==> src/rtl/k2_io_pkg.sv <==
// k2_io_pkg: shared types and line levels for the K2 processor I/O stages.
//
// Contents:
//   tx_state_t   serial transmitter FSM states (PARITY is only entered when
//                the design is built with R0_UART_PARITY_EN defined)
//   IDLE_LEVEL   level of an idle serial line
//   START_LEVEL  level of a start bit
//   STOP_LEVEL   level of a stop bit
package k2_io_pkg;

    typedef enum logic [2:0] {
        IDLE,
        START,
        DATA,
        PARITY,
        STOP
    } tx_state_t;

    localparam logic IDLE_LEVEL  = 1'b1;
    localparam logic START_LEVEL = 1'b0;
    localparam logic STOP_LEVEL  = 1'b1;

endpackage

==> src/rtl/sync_fifo.sv <==
// sync_fifo: single-clock FIFO with registered occupancy, for the K2 I/O stages.
//
// Parameters:
//   DATA_W  entry width
//   DEPTH   number of entries (power of two, at least 2)
//
// Ports:
//   clk    in   system clock, rising edge
//   reset  in   synchronous active-high reset (pointers and count only)
//   push   in   write din; ignored while full
//   pop    in   advance the read pointer; ignored while empty
//   din    in   write data
//   dout   out  head entry (valid while !empty)
//   full   out  count == DEPTH
//   empty  out  count == 0
//   count  out  current occupancy, 0..DEPTH
module sync_fifo #(
    parameter int DATA_W = 8,
    parameter int DEPTH  = 4
) (
    input  logic                     clk,
    input  logic                     reset,
    input  logic                     push,
    input  logic                     pop,
    input  logic [DATA_W-1:0]        din,
    output logic [DATA_W-1:0]        dout,
    output logic                     full,
    output logic                     empty,
    output logic [$clog2(DEPTH):0]   count
);

    localparam int AW = $clog2(DEPTH);
    localparam logic [AW:0] FULL_CNT = DEPTH[AW:0];

    logic [DATA_W-1:0] mem [DEPTH];
    logic [AW-1:0]     wr_ptr;
    logic [AW-1:0]     rd_ptr;
    logic              wr_en;
    logic              rd_en;

    assign full  = (count == FULL_CNT);
    assign empty = (count == '0);
    // A push into a full FIFO is dropped even if a pop frees a slot this cycle.
    assign wr_en = push && !full;
    assign rd_en = pop && !empty;
    assign dout  = mem[rd_ptr];

    // Pointers wrap naturally because DEPTH is a power of two.
    always_ff @(posedge clk) begin
        if (reset) begin
            wr_ptr <= '0;
            rd_ptr <= '0;
            count  <= '0;
        end else begin
            if (wr_en) wr_ptr <= wr_ptr + 1'b1;
            if (rd_en) rd_ptr <= rd_ptr + 1'b1;
            case ({wr_en, rd_en})
                2'b10:   count <= count + 1'b1;
                2'b01:   count <= count - 1'b1;
                default: count <= count;
            endcase
        end
    end

    always_ff @(posedge clk) begin
        if (wr_en) mem[wr_ptr] <= din;
    end

endmodule

==> src/rtl/r0_uart_tx.sv <==
// r0_uart_tx: watches the K2 R0 register and sends every new value as a UART
// frame (start, DATA_W bits LSB first, optional even parity, stop).
//
// Build option: define R0_UART_PARITY_EN to add an even-parity bit between
// the data bits and the stop bit (frame = 11*CLKS_PER_BIT instead of 10*).
//
// Parameters:
//   DATA_W        width of R0 and of the payload
//   DEPTH         FIFO entries (power of two, at least 2)
//   CLKS_PER_BIT  clk cycles per serial bit (at least 1)
//
// Ports:
//   clk       in   system clock, rising edge
//   reset     in   synchronous active-high reset; aborts any frame in flight
//   r0        in   R0 value from the processor
//   ovf_clr   in   one-cycle pulse clearing the overflow flag
//   tx        out  serial line, idles high
//   busy      out  a frame is on the line
//   full      out  FIFO holds DEPTH entries
//   count     out  FIFO occupancy
//   overflow  out  sticky: a changed R0 value was dropped
module r0_uart_tx
    import k2_io_pkg::*;
#(
    parameter int DATA_W       = 8,
    parameter int DEPTH        = 4,
    parameter int CLKS_PER_BIT = 4
) (
    input  logic                   clk,
    input  logic                   reset,
    input  logic [DATA_W-1:0]      r0,
    input  logic                   ovf_clr,
    output logic                   tx,
    output logic                   busy,
    output logic                   full,
    output logic [$clog2(DEPTH):0] count,
    output logic                   overflow
);

    localparam int TW = (CLKS_PER_BIT > 1) ? $clog2(CLKS_PER_BIT) : 1;
    localparam int IW = (DATA_W > 1) ? $clog2(DATA_W) : 1;
    localparam logic [TW-1:0] TMR_LOAD = TW'(CLKS_PER_BIT - 1);
    localparam logic [IW-1:0] IDX_LOAD = IW'(DATA_W - 1);
`ifdef R0_UART_PARITY_EN
    localparam tx_state_t AFTER_DATA = PARITY;
`else
    localparam tx_state_t AFTER_DATA = STOP;
`endif

    logic [DATA_W-1:0] r0_q;
    logic [DATA_W-1:0] fifo_dout;
    logic [DATA_W-1:0] shreg;
    logic              fifo_empty;
    logic              push;
    logic              pop;
    logic              bit_done;
    tx_state_t         state;
    logic [TW-1:0]     tmr;
    logic [IW-1:0]     idx;
`ifdef R0_UART_PARITY_EN
    logic              par_q;
`endif

    assign push     = (r0 != r0_q);
    assign bit_done = (tmr == '0);
    // The head is taken either from idle or on the last stop-bit cycle, so
    // queued values go out back-to-back with no idle gap.
    assign pop      = !fifo_empty && ((state == IDLE) || ((state == STOP) && bit_done));
    assign busy     = (state != IDLE);

    sync_fifo #(
        .DATA_W (DATA_W),
        .DEPTH  (DEPTH)
    ) u_fifo (
        .clk   (clk),
        .reset (reset),
        .push  (push),
        .pop   (pop),
        .din   (r0),
        .dout  (fifo_dout),
        .full  (full),
        .empty (fifo_empty),
        .count (count)
    );

    // Change detect and sticky overflow; a drop wins over a clear.
    always_ff @(posedge clk) begin
        if (reset) begin
            r0_q     <= '0;
            overflow <= 1'b0;
        end else begin
            r0_q <= r0;
            if (push && full) overflow <= 1'b1;
            else if (ovf_clr) overflow <= 1'b0;
        end
    end

    // Frame sequencer: tmr counts each bit down, idx counts data bits down.
    always_ff @(posedge clk) begin
        if (reset) begin
            state <= IDLE;
            tmr   <= '0;
            idx   <= '0;
        end else begin
            case (state)
                IDLE: begin
                    if (pop) begin
                        state <= START;
                        tmr   <= TMR_LOAD;
                    end
                end
                START: begin
                    if (bit_done) begin
                        state <= DATA;
                        tmr   <= TMR_LOAD;
                        idx   <= IDX_LOAD;
                    end else begin
                        tmr <= tmr - 1'b1;
                    end
                end
                DATA: begin
                    if (bit_done) begin
                        tmr <= TMR_LOAD;
                        if (idx == '0) state <= AFTER_DATA;
                        else           idx   <= idx - 1'b1;
                    end else begin
                        tmr <= tmr - 1'b1;
                    end
                end
`ifdef R0_UART_PARITY_EN
                PARITY: begin
                    if (bit_done) begin
                        state <= STOP;
                        tmr   <= TMR_LOAD;
                    end else begin
                        tmr <= tmr - 1'b1;
                    end
                end
`endif
                STOP: begin
                    if (bit_done) begin
                        if (pop) begin
                            state <= START;
                            tmr   <= TMR_LOAD;
                        end else begin
                            state <= IDLE;
                        end
                    end else begin
                        tmr <= tmr - 1'b1;
                    end
                end
                default: state <= IDLE;
            endcase
        end
    end

    // Payload path: loaded on pop, shifted right at the end of each data bit.
    always_ff @(posedge clk) begin
        if (pop) shreg <= fifo_dout;
        else if ((state == DATA) && bit_done) shreg <= shreg >> 1;
    end

`ifdef R0_UART_PARITY_EN
    always_ff @(posedge clk) begin
        if (pop) par_q <= ^fifo_dout;
    end
`endif

    always_comb begin
        tx = IDLE_LEVEL;
        case (state)
            START: tx = START_LEVEL;
            DATA:  tx = shreg[0];
`ifdef R0_UART_PARITY_EN
            PARITY: tx = par_q;
`endif
            STOP:  tx = STOP_LEVEL;
            default: tx = IDLE_LEVEL;
        endcase
    end

endmodule

==> config.mk <==
export PLATFORM = sky130hd
export DESIGN_NAME = r0_uart_tx
export DESIGN_NICKNAME = d
export VERILOG_FILES = /design/src/rtl/k2_io_pkg.sv /design/src/rtl/sync_fifo.sv /design/src/rtl/r0_uart_tx.sv
export SDC_FILE = /design/constraint.sdc
export NUM_CORES = 1
export LEC_CHECK = 0
export CORE_ASPECT_RATIO = 0.8
export CORE_MARGIN = 3
export CORE_UTILIZATION = 50
export DETAILED_ROUTE_END_ITERATION = 6
export HOLD_SLACK_MARGIN = 0.03
export PLACE_DENSITY = 0.67
export SYNTH_ARGS = -nofsm -noshare
export SYNTH_HDL_FRONTEND = slang
export SYNTH_SLANG_ARGS = --single-unit
==> constraint.sdc <==
create_clock -name clk -period 3.45 [get_ports clk]
set_input_delay 1.035 -clock clk [delete_from_list [all_inputs] [get_ports clk]]
set_output_delay 1.035 -clock clk [all_outputs]
set_load 0.03 [all_outputs]
Yosys cells after proc, flatten, opt, wreduce, memory -nomap -nowiden
Memories as Yosys holds them, arrays and structs flattened. A register that Yosys moved wholly into a read port is not among the register bits.
Cells that the tools add are included.
{"block": "word_totals", "regBits": 32, "latch_bits": 0, "ramBits": 32, "rom_bits": 0, "in_bits": 11, "output_inout_bits": 7, "elab_cells": 76, "mem_count": 1}
{"memory": "u_fifo.mem", "depth": 4, "width": 8, "rd": 1, "rd_ports_with_merged_regs": 1, "wr": 1, "line": "sync_fifo.sv:35", "text": "logic [DATA_W-1:0] mem [DEPTH];"}
{"block": "op_classes", "addsub": 6, "multipliers": 0, "div": 0, "order_cmp": 0, "n_eq_ne": 13, "shift": 0, "n_mux": 25, "bitwise": 0, "reduce_logical": 22}
{"cell": "$mux 3", "count": 8}
{"cell": "$mux 8", "count": 2}
{"cell": "$pmux 3 s2", "count": 2}
{"cell": "$pmux 3 s4", "count": 1}
{"cell": "$mux 2", "count": 5}
{"cell": "$ne 2x2->1 const B", "count": 5}
{"cell": "$logic_not 3->1", "count": 3}
{"cell": "$ne 8x8->1", "count": 1}
{"cell": "$reduce_bool 2->1", "count": 4}
{"cell": "$eq 3x3->1 const B", "count": 2}
{"cell": "$logic_and 1x1->1", "count": 6}
{"cell": "$pmux 2 s3", "count": 1}
{"cell": "$reduce_bool 3->1", "count": 2}
{"cell": "$sub 3x1->3 const B", "count": 2}
{"cell": "$mux 1", "count": 5}
{"cell": "$reduce_and 5->1", "count": 1}
{"cell": "$add 2x1->2 const B", "count": 2}
{"cell": "$reduce_and 4->1", "count": 1}
{"cell": "$add 3x1->3 const B", "count": 1}
{"cell": "$eq 3x1->1 const B", "count": 1}
{"cell": "$eq 3x2->1 const B", "count": 1}
{"cell": "$eq 2x1->1 const B", "count": 1}
{"cell": "$eq 2x2->1 const B", "count": 1}
{"cell": "$logic_not 1->1", "count": 2}
{"cell": "6 further kinds", "count": 6}

Depth between registers and ports, before layout
{"block": "logic_depth", "word_depth": 7, "depth_mapped": 13, "ltp_nobuf": 11}

Cells and area by module
From an unflattened synthesis, not the netlist that was laid out.
{"block": "unflattened", "cells_unflattened": 220, "hier_area_um2": 2987.9}
{"module": "sync_fifo", "instances": 1, "cells_per_inst": 96, "area_per_inst_um2": 1630.3, "seq_area_each_um2": 1141.1}
{"module": "r0_uart_tx", "instances": 1, "cells_per_inst": 124, "area_per_inst_um2": 1357.6, "seq_area_each_um2": 580.6}

Least setup slack after synthesis
Ideal clock, no wire load.
{"block": "synth_timing", "kind": "input to register", "start": "in r0[4]", "end": "reg u_fifo.count[2]", "setup_time_ns": 0.071, "arrival_time_ns": 2.887, "setup_slack_ns": 0.492, "cell_stages": 10, "path_buffers": 0, "cell_sequence": "xor2_1 -> nor4_1 -> a21oi_1 -> inv_1 -> ha_1 -> inv_1 -> fa_1 -> xor2_1 -> or3_1 -> a21oi_1"}
{"block": "synth_between", "elab_chain_len": 4}
{"element": "start: declaration", "line": "r0_uart_tx.sv:31", "text": "input logic [DATA_W-1:0] r0,"}
{"element": "$ne 8x8->1 *", "line": "r0_uart_tx.sv:64", "text": "assign push = (r0 != r0_q);"}
{"element": "$logic_and 1x1->1 *", "line": "sync_fifo.sv:44", "text": "assign wr_en = push && !full;"}
{"element": "$eq 2x1->1 or $eq 2x2->1 (tied branches)", "line": "sync_fifo.sv:57", "text": "case ({wr_en, rd_en})"}
{"element": "$pmux 3 s2 or $reduce_bool 2->1 (tied branches)"}
{"element": "end signal: assignment", "line": "sync_fifo.sv:58", "text": "2'b10: count <= count + 1'b1;"}
{"element": "end signal: assignment", "line": "sync_fifo.sv:59", "text": "2'b01: count <= count - 1'b1;"}
{"element": "end signal: assignment", "line": "sync_fifo.sv:60", "text": "default: count <= count;"}
{"element": "end: declaration", "line": "sync_fifo.sv:29", "text": "output logic [$clog2(DEPTH):0] count"}
Every way passes the cells marked *; elsewhere a longest branch is shown, timed or not.
A chain may end at the register's enable or synchronous reset.

Worst setup path after layout
Ends and elaborated chain as after synthesis.

==> results <==
- Across the VDD grid, the largest voltage drop is around 0.5 mV.
- The final count of negative-setup-slack endpoints is 0.
- The mean number of vias per cell is between 5 and 6.
- Setup repair after global routing left no endpoint under its margin.
- The count of nets left with antenna violations once routing finished came out at 0.
- The reg-to-reg critical path startpoint is tmr[0].
- The initial DRC count is 53.
- The remaining routing DRC violations is 0.
- The count of TritonRoute iterations in the first routing pass is 4.
- At the pin with the least slew margin, the transition time is approximately 750 ps.
- The CTS tree is built.
- The time the worst path needs with I/O delays and setup is about 3200 ps.
- For this run, the register share of the synthesized area comes to 0.602.
- In this run the critical register-to-register path is captured at u_fifo.count[2].
- The floorplan step defined a die boundary enclosing approximately 6700 um2.
- The initial antenna violation count was 0.
- The total I/O pin count is 18.
- The clock edge transition at the registers on the reported setup and hold paths is ~70 ps.
- Global routing finished with a remaining overflow of 0.
- The maximum fanout encountered on the critical timing path is 6.
- The critical path's top delay family is simple AND/OR/NAND/NOR gates.
- The leakage power is around 1.2 nW.
- Dividing total power by cell area gives a power density of around 850 nW/um2.
- The final clock skew is 12.6 ps.
- The number of flops mapped to enable cells by yosys is 40.
- For this run, the post-layout net count is 260.
- The horizontal extent of the die is slightly above 90 um.
- Sorting the synthesized cells by area gives the leading types as edfxtp_1 (42%), dfxtp_1 (18%), mux4_2 (6.3%).
- The worst slew margin relative to its limit is 0.500.
- The share of the synthesized area in the top cell type is 0.420.
- Summing every instance area after synthesis gives roughly 2900 um2.
- The number of setup buffers added after CTS is 0.
- Setup slack on the worst reg-to-reg path comes out at between 700 and 800 ps.
- Counting instances in the post-synthesis netlist gives the leading cell types as edfxtp_1 (40), dfxtp_1 (26), inv_1 (14).
- Synthesis handed over a netlist of between 200 and 250 instances.
- The critical path is of the in -> reg type.
- Wires add up to 4980 um.
- The via count of the first global-routing pass came to about 1700.
- The number of placement rows is 23.
- In this run, post-CTS hold repair placed 0 buffers.
- The most used flip-flop cell after synthesis is edfxtp_1.
- Derived from the worst setup path, the maximum achievable clock frequency is about 310 MHz.
- The number of max-slew violations in the final report is 0.
- The final number of hold-violating endpoints is 0.
- The first global-routing pass estimated roughly 8300 um of wire.
- The distinct cell type count of the synthesized netlist is 44.
- In this design, the stage delay of the slowest critical-path cell is a little under 500 ps.
- After detailed routing, the average wire length per cell comes to around 16 um.
- Of the available clock period, the critical path in the final layout requires 0.937.
- The chip height is around 74 um.
- Post-CTS repair changed the size of 0 cells.
- The routability-driven placement congestion ratio is about 0.85.
- After legalization and detailed placement, the total HPWL measured 3580 um.
- Traced cell by cell, the critical path runs through clkdlybuf4s50_1 -> xor2_1 -> nor4_1 -> a21oi_1 -> inv_1 -> ha_1 -> inv_1 -> fa_1 -> xor2_1 -> or3_1 -> a21oi_1.
- The number of buffers and inverters on the critical path is 3.
- The total of flip-flops plus latches after synthesis is 66.
- STA classifies the critical path startpoint as an input pin.
- The CTS sink count is 66.
- In this run the most critical hold path is launched from idx[0].
- The critical path crosses 11 cells after its start point.
- The average instance area after synthesis is ~14 um2.
- The clock root buffer master is clkbuf_8.
- The layout cell share with drive strength beyond 1 is 0.197.
- The worst register-to-register path has a depth of 11.
- For this block, the via count after detailed routing is 1667.
- For this design, the slowest cell found on the critical path is clkdlybuf4s50_1.
- The initial utilization of the core area, before any placement, comes to 0.543.
- The tool flagged a number of max-cap violations equal to 0.
- The largest area contributor in the synthesized netlist is edfxtp_1.
- The total area inside the core boundary comes to approximately 5300 um2.
- The number of buffers between clock root and the deepest sink is 2.
- The clock latency of the later-clocked register in the worst-skew pair is between 300 and 400 ps.
- The proportion of synthesized flip-flops having asynchronous set or reset is 0.
- Along the worst hold path, the cell count comes to 2.
- The instance area after placement is around 3100 um2.
- The final antenna diode count is 0.
- The worst hold-check path type is reg -> reg.
- By instance count, the leading cell after synthesis is edfxtp_1.
- For this run, the number of Yosys warnings is 0.
- The TritonCTS buffer count is 9.
- The critical path capture point type is a register.
- The H-tree level count is 3.
- The run finished with clean final reports.
- The sum of negative setup slack is 0 ps.
- Across every metal layer, demand over resource in global routing totals 0.167.
- Data on the critical path is required at its endpoint by between 3000 and 4000 ps.
- Compared with the post-synthesis result, the final layout area differs by 17.1%.
- When the netlist entered floorplanning its net count stood at roughly 230.
- The count of buffers added on input and output ports is 17.
- Entering global routing, the biggest net connects 17 pins.
- STA puts the critical path data arrival time at between 3000 and 4000 ps.
- The endpoint of the worst hold path is idx[0].
- Once layout is done, the placed cells without fillers occupy 3350 um2.
## tightest hold or removal path, stage by stage (launching register included)
cell and delay [ps]:
dfxtp_1 330, nand2b_1 70, a21oi_1 70
## report_power, final
group / switching [mW] / internal, mW / total (mW)
registers: 0.132 / 1.09 / 1.22
logic: 0.502 / 0.438 / 0.940
clock network: 0.275 / 0.402 / 0.676
total: 0.909 / 1.93 / 2.84
## cell usage in the layout, fill, tap and decap left out, types with 8 or more instances in the layout
cell type	instances
xor2_1	10
nor2b_1	11
edfxtp_1	40
mux2_2	8
a21oi_1	12
buf_4	11
clkbuf_8	9
dfxtp_1	26
nor2_1	10
clkdlybuf4s50_1	17
mux4_2	8
inv_1	14
ha_1	9
## worst max path at each step
stage / slack [ps] / to / start
6_report: 220 / u_fifo.count[2] / r0[4]
5_1_grt: 1 / u_fifo.count[2] / r0[4]
4_1_cts: 250 / u_fifo.count[2] / r0[4]
3_5_place_dp: -100 / u_fifo.count[2] / r0[4]
3_3_place_gp: -80 / u_fifo.count[2] / r0[5]
2_1_floorplan: 490 / u_fifo.count[2] / r0[4]
## kinds of logic (layout without fill, tap and decap cells)
family                   after synthesis  count (layout)  share of synthesized area
flip-flops                            66              66                      0.602
buffers and inverters                 25              59                     0.0429
AO/OA/AOI/OAI                         27              27                     0.0591
XOR/XNOR                              13              13                     0.0398
multiplexers                          17              17                     0.0980
adder cells (fa/ha/maj)               10              10                     0.0464
AND/OR/NAND/NOR                       52              52                      0.112
## layer usage
metal  track usage  wire, um
met1         0.205      2320
met2         0.274      2370
met3        0.0655       224
met4        0.0543        67
met5             0         0
## stage by stage
| stage | power, mW | worst slack [ps] | instances | hold slack, ps | utilization |
|---|---|---|---|---|---|
| finish | 2.84 | 218 | 319 | 511 | 0.636 |
| floorplan | 1.93 | 492 | 210 | 446 | - |
| detailed placement | 2.18 | -104 | 303 | 492 | 0.596 |
| global placement | 2.11 | -76.4 | 303 | 457 | 0.596 |
| CTS | 2.86 | 247 | 319 | 504 | 0.636 |
| global route | 3.01 | 1.13 | 319 | 544 | 0.636 |
## area by class of cell
| type | instances | area, um2 |
|---|---|---|
| inverters | 15 | 56.3 |
| clock buffers | 10 | 128 |
| multi-input cells | 119 | 1020 |
| fillers | 401 | 1920 |
| well taps | 75 | 93.8 |
| clock inverters | 6 | 81.3 |
| flip-flops and latches | 66 | 1720 |
| repair buffers | 28 | 253 |
## sequential cells by signal, summed over array words and instances (netlist names), named ones only
name           cells
u_fifo.count       3
idx                3
u_fifo.wr_ptr      2
r0_q               8
u_fifo.rd_ptr      2
state              3
tmr                2
shreg              8
overflow           1
u_fifo.mem        32
(Power assumes the default switching activity.)
